### src/rtl/arb_pkg.sv
// arb_pkg: shared FSM state type and default starvation limit for mem_port_arbiter.
package arb_pkg;
   typedef enum logic [1:0] {ARB_IDLE, ARB_IFETCH, ARB_DATA, ARB_RESP} arb_state_t;
   localparam int STARVE_LIMIT_DEF = 4;
endpackage

### src/rtl/arb_starve_ctr.sv
// arb_starve_ctr: saturating count of data grants made while fetch was waiting.
module arb_starve_ctr
   import arb_pkg::*;
#(
   parameter int LIMIT = STARVE_LIMIT_DEF
) (
   input  logic       clk,
   input  logic       reset,
   input  logic       inc,
   input  logic       clr,
   output logic [3:0] cnt
);
   always_ff @(posedge clk or negedge reset)
      if (!reset) cnt <= '0;
      else if (clr) cnt <= '0;
      else if (inc && cnt != 4'(LIMIT)) cnt <= cnt + 4'd1;
endmodule

### src/rtl/mem_port_arbiter.sv
// mem_port_arbiter: shares one memory port between a fetch and a data requester.
// ARB_STARVE_GUARD_EN adds a starvation guard letting fetch win a tie after STARVE_LIMIT data grants.
module mem_port_arbiter
   import arb_pkg::*;
#(
   parameter int ADDR_W       = 32,
   parameter int STARVE_LIMIT = STARVE_LIMIT_DEF
) (
   input  logic              clk,
   input  logic              reset,
   input  logic              if_req,
   input  logic [ADDR_W-1:0] if_addr,
   output logic [31:0]       if_rdata,
   output logic              if_done,
   input  logic              d_req,
   input  logic              d_we,
   input  logic [3:0]        d_be,
   input  logic [ADDR_W-1:0] d_addr,
   input  logic [31:0]       d_wdata,
   output logic [31:0]       d_rdata,
   output logic              d_done,
   output logic              mem_req,
   output logic              mem_we,
   output logic [3:0]        mem_be,
   output logic [ADDR_W-1:0] mem_addr,
   output logic [31:0]       mem_wdata,
   input  logic [31:0]       mem_rdata,
   input  logic              mem_ready
);
   arb_state_t state, state_nx;
   logic fetch_wins, grant_if, grant_d, mem_done;

   if (STARVE_LIMIT < 1 || STARVE_LIMIT > 15) begin : g_bad_limit
      $error("STARVE_LIMIT must be within 1..15");
   end

`ifdef ARB_STARVE_GUARD_EN
   logic [3:0] starve_cnt;
   arb_starve_ctr #(.LIMIT(STARVE_LIMIT)) u_starve (
      .clk(clk),
      .reset(reset),
      .inc(grant_d && if_req),
      .clr(grant_if),
      .cnt(starve_cnt)
   );
   assign fetch_wins = if_req && (!d_req || starve_cnt == 4'(STARVE_LIMIT));
`else
   assign fetch_wins = if_req && !d_req;
`endif

   assign grant_if = state == ARB_IDLE && fetch_wins;
   assign grant_d  = state == ARB_IDLE && d_req && !fetch_wins;
   assign mem_done = (state == ARB_IFETCH || state == ARB_DATA) && mem_ready;

   always_ff @(posedge clk or negedge reset)
      if (!reset) state <= ARB_IDLE;
      else state <= state_nx;

   always_comb begin
      state_nx = state;
      case (state)
         ARB_IDLE:           state_nx = grant_d ? ARB_DATA : grant_if ? ARB_IFETCH : ARB_IDLE;
         ARB_IFETCH, ARB_DATA: state_nx = mem_ready ? ARB_RESP : state;
         default:            state_nx = ARB_IDLE;
      endcase
   end

   // done pulses are set on the capture edge so they are high exactly during RESP
   always_ff @(posedge clk or negedge reset)
      if (!reset) begin
         mem_req   <= 1'b0;
         mem_we    <= 1'b0;
         mem_be    <= '0;
         mem_addr  <= '0;
         mem_wdata <= '0;
         if_rdata  <= '0;
         d_rdata   <= '0;
         if_done   <= 1'b0;
         d_done    <= 1'b0;
      end else begin
         if_done <= 1'b0;
         d_done  <= 1'b0;
         if (grant_d) begin
            mem_req   <= 1'b1;
            mem_we    <= d_we;
            mem_be    <= d_be;
            mem_addr  <= d_addr;
            mem_wdata <= d_wdata;
         end else if (grant_if) begin
            mem_req   <= 1'b1;
            mem_we    <= 1'b0;
            mem_be    <= 4'hF;
            mem_addr  <= if_addr;
            mem_wdata <= '0;
         end else if (mem_done) begin
            mem_req <= 1'b0;
            if (state == ARB_IFETCH) begin
               if_rdata <= mem_rdata;
               if_done  <= 1'b1;
            end else begin
               if (!mem_we) d_rdata <= mem_rdata;
               d_done <= 1'b1;
            end
         end
      end
endmodule

### config.mk
export PLATFORM = sky130hd
export DESIGN_NAME = mem_port_arbiter
export DESIGN_NICKNAME = d
export VERILOG_FILES = /design/src/rtl/arb_pkg.sv /design/src/rtl/arb_starve_ctr.sv /design/src/rtl/mem_port_arbiter.sv
export SDC_FILE = /design/constraint.sdc
export NUM_CORES = 1
export LEC_CHECK = 0
export BUFFER_PORTS_ARGS = -buffer_cell sky130_fd_sc_hd__buf_2
export CAP_MARGIN = 20
export CORE_ASPECT_RATIO = 2
export CORE_MARGIN = 10
export CORE_UTILIZATION = 46
export DETAILED_ROUTE_END_ITERATION = 10
export PLACE_DENSITY = 0.8
export SYNTH_ARGS = -nofsm -noshare
export SYNTH_HDL_FRONTEND = slang
export SYNTH_SLANG_ARGS = --single-unit
export TNS_END_PERCENT = 100
### constraint.sdc
create_clock -name clk -period 2.6 [get_ports clk]
set_input_delay 0.52 -clock clk [delete_from_list [all_inputs] [get_ports clk]]
set_output_delay 0.52 -clock clk [all_outputs]
set_load 0.03 [all_outputs]
* Word level (Yosys, flattened, before mapping)
Index checks and enable logic that the tools add are counted.
Word-level totals: input bits 138, word-level logic and storage cells 54, bits in registers 138, output and inout bits 136
Cells by class: eq/ne operators 3, reduce and logical (&&, ||, !) cells 14, bitwise logic cells 4, muxes and demuxes 23
Operators with widths (number):
- 2-to-1 mux 32 bit | 4
- 2-to-1 mux 1 bit | 14
- 2-to-1 mux 4 bit | 2
- logical AND 1 bit | 5
- AND reduction 5 bit | 1
- 2-to-1 mux 2 bit | 2
- inverter 1 bit | 4
- case mux 2 bit (2 select lines) | 1
- AND reduction 4 bit | 1
- nonzero test 3 bit | 1
- == test 2 x 1 -> 1 bit (second input constant) | 1
- == test 2 bit (second input constant) | 1
- logical NOT 1 bit | 2
- logical NOT 2 bit | 1
- inequality test 2 bit (second input constant) | 1
- nonzero test 2 bit | 1
- OR reduction 2 bit | 1
- logical OR 1 bit | 1

* Logic depth before layout (Yosys ltp)
depth in word-level cells 6, depth in mapped cells 8, depth with buffers taken out 5

* Worst setup path before layout
OpenSTA, ideal clock, no wires.
path type reg2reg, start register state[0], end register d_rdata[0], setup time 125 ps, buffers on the path 2, setup slack 640 ps, data arrival time 1835 ps, stages on the path, launching flop included 8, data required time 2475 ps, clock period less this slack 1960 ps, cells stage by stage dfrtp_1 > inv_1 > ha_1 > o21a_4 > or4_1 > buf_2 > buf_6 > mux2_4
On the way: longest elaborated chain between the ends 5, elaborated cells on any way between the ends 12, those cells by class 2 x eq/ne; 3 x bitwise; 7 x reduce/logical
RTL lines:
- start, declared | line mem_port_arbiter.sv:30 | arb_state_t state, state_nx;
- start signal, assigned | line mem_port_arbiter.sv:57 | else state <= state_nx;
- logical NOT 2 bit | line mem_port_arbiter.sv:51, mem_port_arbiter.sv:52
- logical AND 1 bit (2 in a row) | line mem_port_arbiter.sv:52 | assign grant_d = state == ARB_IDLE && d_req && !fetch_wins;
- inverter 1 bit (no source line)
- AND reduction 5 bit (no source line) *
- end signal, assigned | line mem_port_arbiter.sv:101 | if (!mem_we) d_rdata <= mem_rdata;
- end, declared | line mem_port_arbiter.sv:20 | output logic [31:0] d_rdata,
Every way passes the cells marked *; elsewhere a longest branch is shown, timed or not. A chain may end at the register's enable or synchronous reset.

* Worst setup path after layout
start register state[0], end register d_rdata[1]
Same word-level chain as after synthesis.

==> metrics.txt <==
top_reg_cell synth dfrtp_1; Achievable Freq roughly 440 MHz; RSZ-0062 raised after global routing no; largest net degree at the start of global routing 57; Slew @ Worst Pin 0.508 ns; quantity of gates resized following cts 0; Switch Pwr 4990 µW; crit start category flop; residual DRC count 0; CTS Sinks 138; CTS Buf Count 17; Final Hold Viols 0; top post-synthesis cells by area dfrtp_1 63%, mux2_4 8.2%, mux2_2 7.0%, mux2i_1 5.8%, a22o_1 5.3%; met1 Track Usage GR 0.202; Max stage delay on crit path 0.66 ns; Setup crit end kind flop; fin nets 800; top cell type's share of synthesized area 0.629; minimum clock period after layout approximately 2.3 ns; Final Util 0.654; Port Buf Inserts 273; Core Area 11,700 µm²; Tot GR Track Use 0.185; initial core utilization 0.469; clock slew seen by the registers of the worst setup and hold paths approximately 0.060 ns; DRT Pass-1 Iters 4; Post-DRT Antenna Nets 0; Top Family by Delay on Critical Path simple AND/OR/NAND/NOR gates; ANT cells 0; peak supply drop 801 µV; initial antenna violation count 0; detailed-placement wirelength estimate between 10 and 15 mm; num rows 56; post-detailed-route wirelength per cell 19.5 µm; Pleak 0.00415 µW; status finished clean; Clk pwr share 0.211; # IOs 274; Fin Setup TNS 0 ns; distinct cell type count after synthesis 23; sequential power share 0.321; Ys Warns 0; sequential fraction of the synthesis area 0.629; Layout area overhead 39.4%; latest clock arrival within the worst-skew pair 0.41 ns; Pins Over Slew Limit 0; total number of vias around 4,200; internal power 6600 µW; Syn Nets 523; asr flop ratio synth 1.00; Power Dens Cells 1510 nW/µm²; met2 usage 0.314; Post-Syn Instances 382; CP Data Required Time approximately 2.9 ns; CP Data Arrival Time 2.55 ns; Critical Path Slowest Stage Cell or4_2; Max-cap violations 0; share of post-route cells with drive strength above 1 0.571; first-pass GRT wire length 25.5 mm; most frequent cells in the layout 272 x buf_2, 138 x dfrtp_1, 36 x nand2_1; crit path max fanout 32; vias in the first global route 4,840; gr ovfl total 0; H-tree depth 4; final setup vio count 0; Die ar. 17,000 µm²; final WL 15.9 mm; number of setup buffers added after CTS 0; CTS tree built; area leader, netlist dfrtp_1; layer with the highest usage met2; Mean Syn Cell Area 14.4 µm²; met3 global-route usage 0.0643; die height 174 µm; CTS Hold Bufs 0; Gate power share 0.468; Clock Path Buffers 2; Post-synth EDFFs 0; routability congestion estimate just under 0.9; number of synthesized register bits between 100 and 150; Vias/cell 5.14; Relative slew margins 0.662; Root Driver clkbuf_16; Fin Clk Skew 0.00956 ns; critical path class reg2reg; HP Class in2async; die width 97.2 µm; CP Buf/Inv Count 2; worst-path cell chain inv_1 > ha_1 > o21a_4 > or4_2 > buf_12 > mux2_4; DRT iter0 DRCs 172; commonest non-fill, non-tap cell in the layout buf_2; Net Sw Frac 0.431; Final period util 0.872; Post-Syn Area 5490 µm²
==> power by group through the flow <==
stage	sequential, µW	combinational, µW	clock, µW
floorplan	5670	1780	0
global placement	3690	5350	0
finish	3720	5420	2450
detailed placement	3720	5500	0
global route	3850	5750	2600
CTS	3710	5500	2500
==> through the flow <==
step / setup WS (ns) / instances / hold WS (ns) / power [µW] / area (µm²)
after floorplan: 0.640 / 382 / 0.224 / 7450 / 5490
after global placement: 0.379 / 785 / 0.468 / 9040 / 7050
after detailed placement: 0.339 / 785 / 0.476 / 9230 / 7050
after CTS: 0.344 / 817 / 0.0678 / 11700 / 7650
after global routing: 0.254 / 817 / 0.0967 / 12200 / 7650
final: 0.332 / 817 / 0.0648 / 11600 / 7650
==> logic make-up after synthesis <==
group                    count (synthesis)  share of synthesized area
AO/OA/AOI/OAI                           75                     0.0966
buffers and inverters                   26                     0.0228
flip-flops                             138                      0.629
AND/OR/NAND/NOR                         44                     0.0344
adder cells (fa/ha/maj)                  3                    0.00684
multiplexers                            96                      0.210
==> routing by layer <==
| metal | wire, µm | vias to the layer above | part of all wire |
|---|---|---|---|
| met1 | 6000 | 2053 | 0.38 |
| met2 | 8230 | 194 | 0.52 |
| met3 | 1220 | 34 | 0.077 |
| met5 | 0 | - | 0 |
| li1 | - | 1918 | - |
| met4 | 437 | 0 | 0.027 |
==> cells in the mapped netlist, drive strengths merged, types with 2 or more instances <==
cell type / number
buf: 9
inv: 2
a22o: 33
mux2i: 32
nor2b: 3
dfrtp: 138
o21ai: 35
clkbuf: 15
o22a: 4
nand2: 37
mux2: 64
ha: 3
==> worst paths after layout <==
kind | slack [ns] | end | cells past startpoint | startpoint
max in group asynchronous | 1.85 | mem_wdata[11]$_DFFE_PN0P_ | 2 | reset
min in group clk | 0.32 | mem_addr[13]$_DFFE_PN0P_ | 3 | d_addr[13]
min reg2reg | 0.48 | mem_req$_DFFE_PN0P_ | 2 | mem_req$_DFFE_PN0P_
max reg2reg | 0.33 | d_rdata[1]$_DFFE_PN0P_ | 6 | state[0]$_DFFE_PN0P_
min | 0.06 | if_rdata[20]$_DFFE_PN0P_ | 1 | reset
max | 0.33 | d_rdata[1]$_DFFE_PN0P_ | 6 | state[0]$_DFFE_PN0P_
==> sequential cells by signal, summed over array words and instances (netlist names) <==
| register | count |
|---|---|
| state | 2 |
| mem_addr | 32 |
| if_rdata | 32 |
| d_done | 1 |
| d_rdata | 32 |
| mem_req | 1 |
| if_done | 1 |
| mem_we | 1 |
| mem_wdata | 32 |
| mem_be | 4 |
==> cell type report <==
| cell class | count | area, µm² |
|---|---|---|
| clock inverters | 13 | 155 |
| flip-flops and latches | 138 | 3450 |
| well taps | 145 | 181 |
| repair buffers | 282 | 1480 |
| fillers | 855 | 4050 |
| clock buffers | 19 | 453 |
| multi-input cells | 218 | 1930 |
| inverters | 2 | 7.51 |
Note: power is estimated with default switching activity, not from simulation.
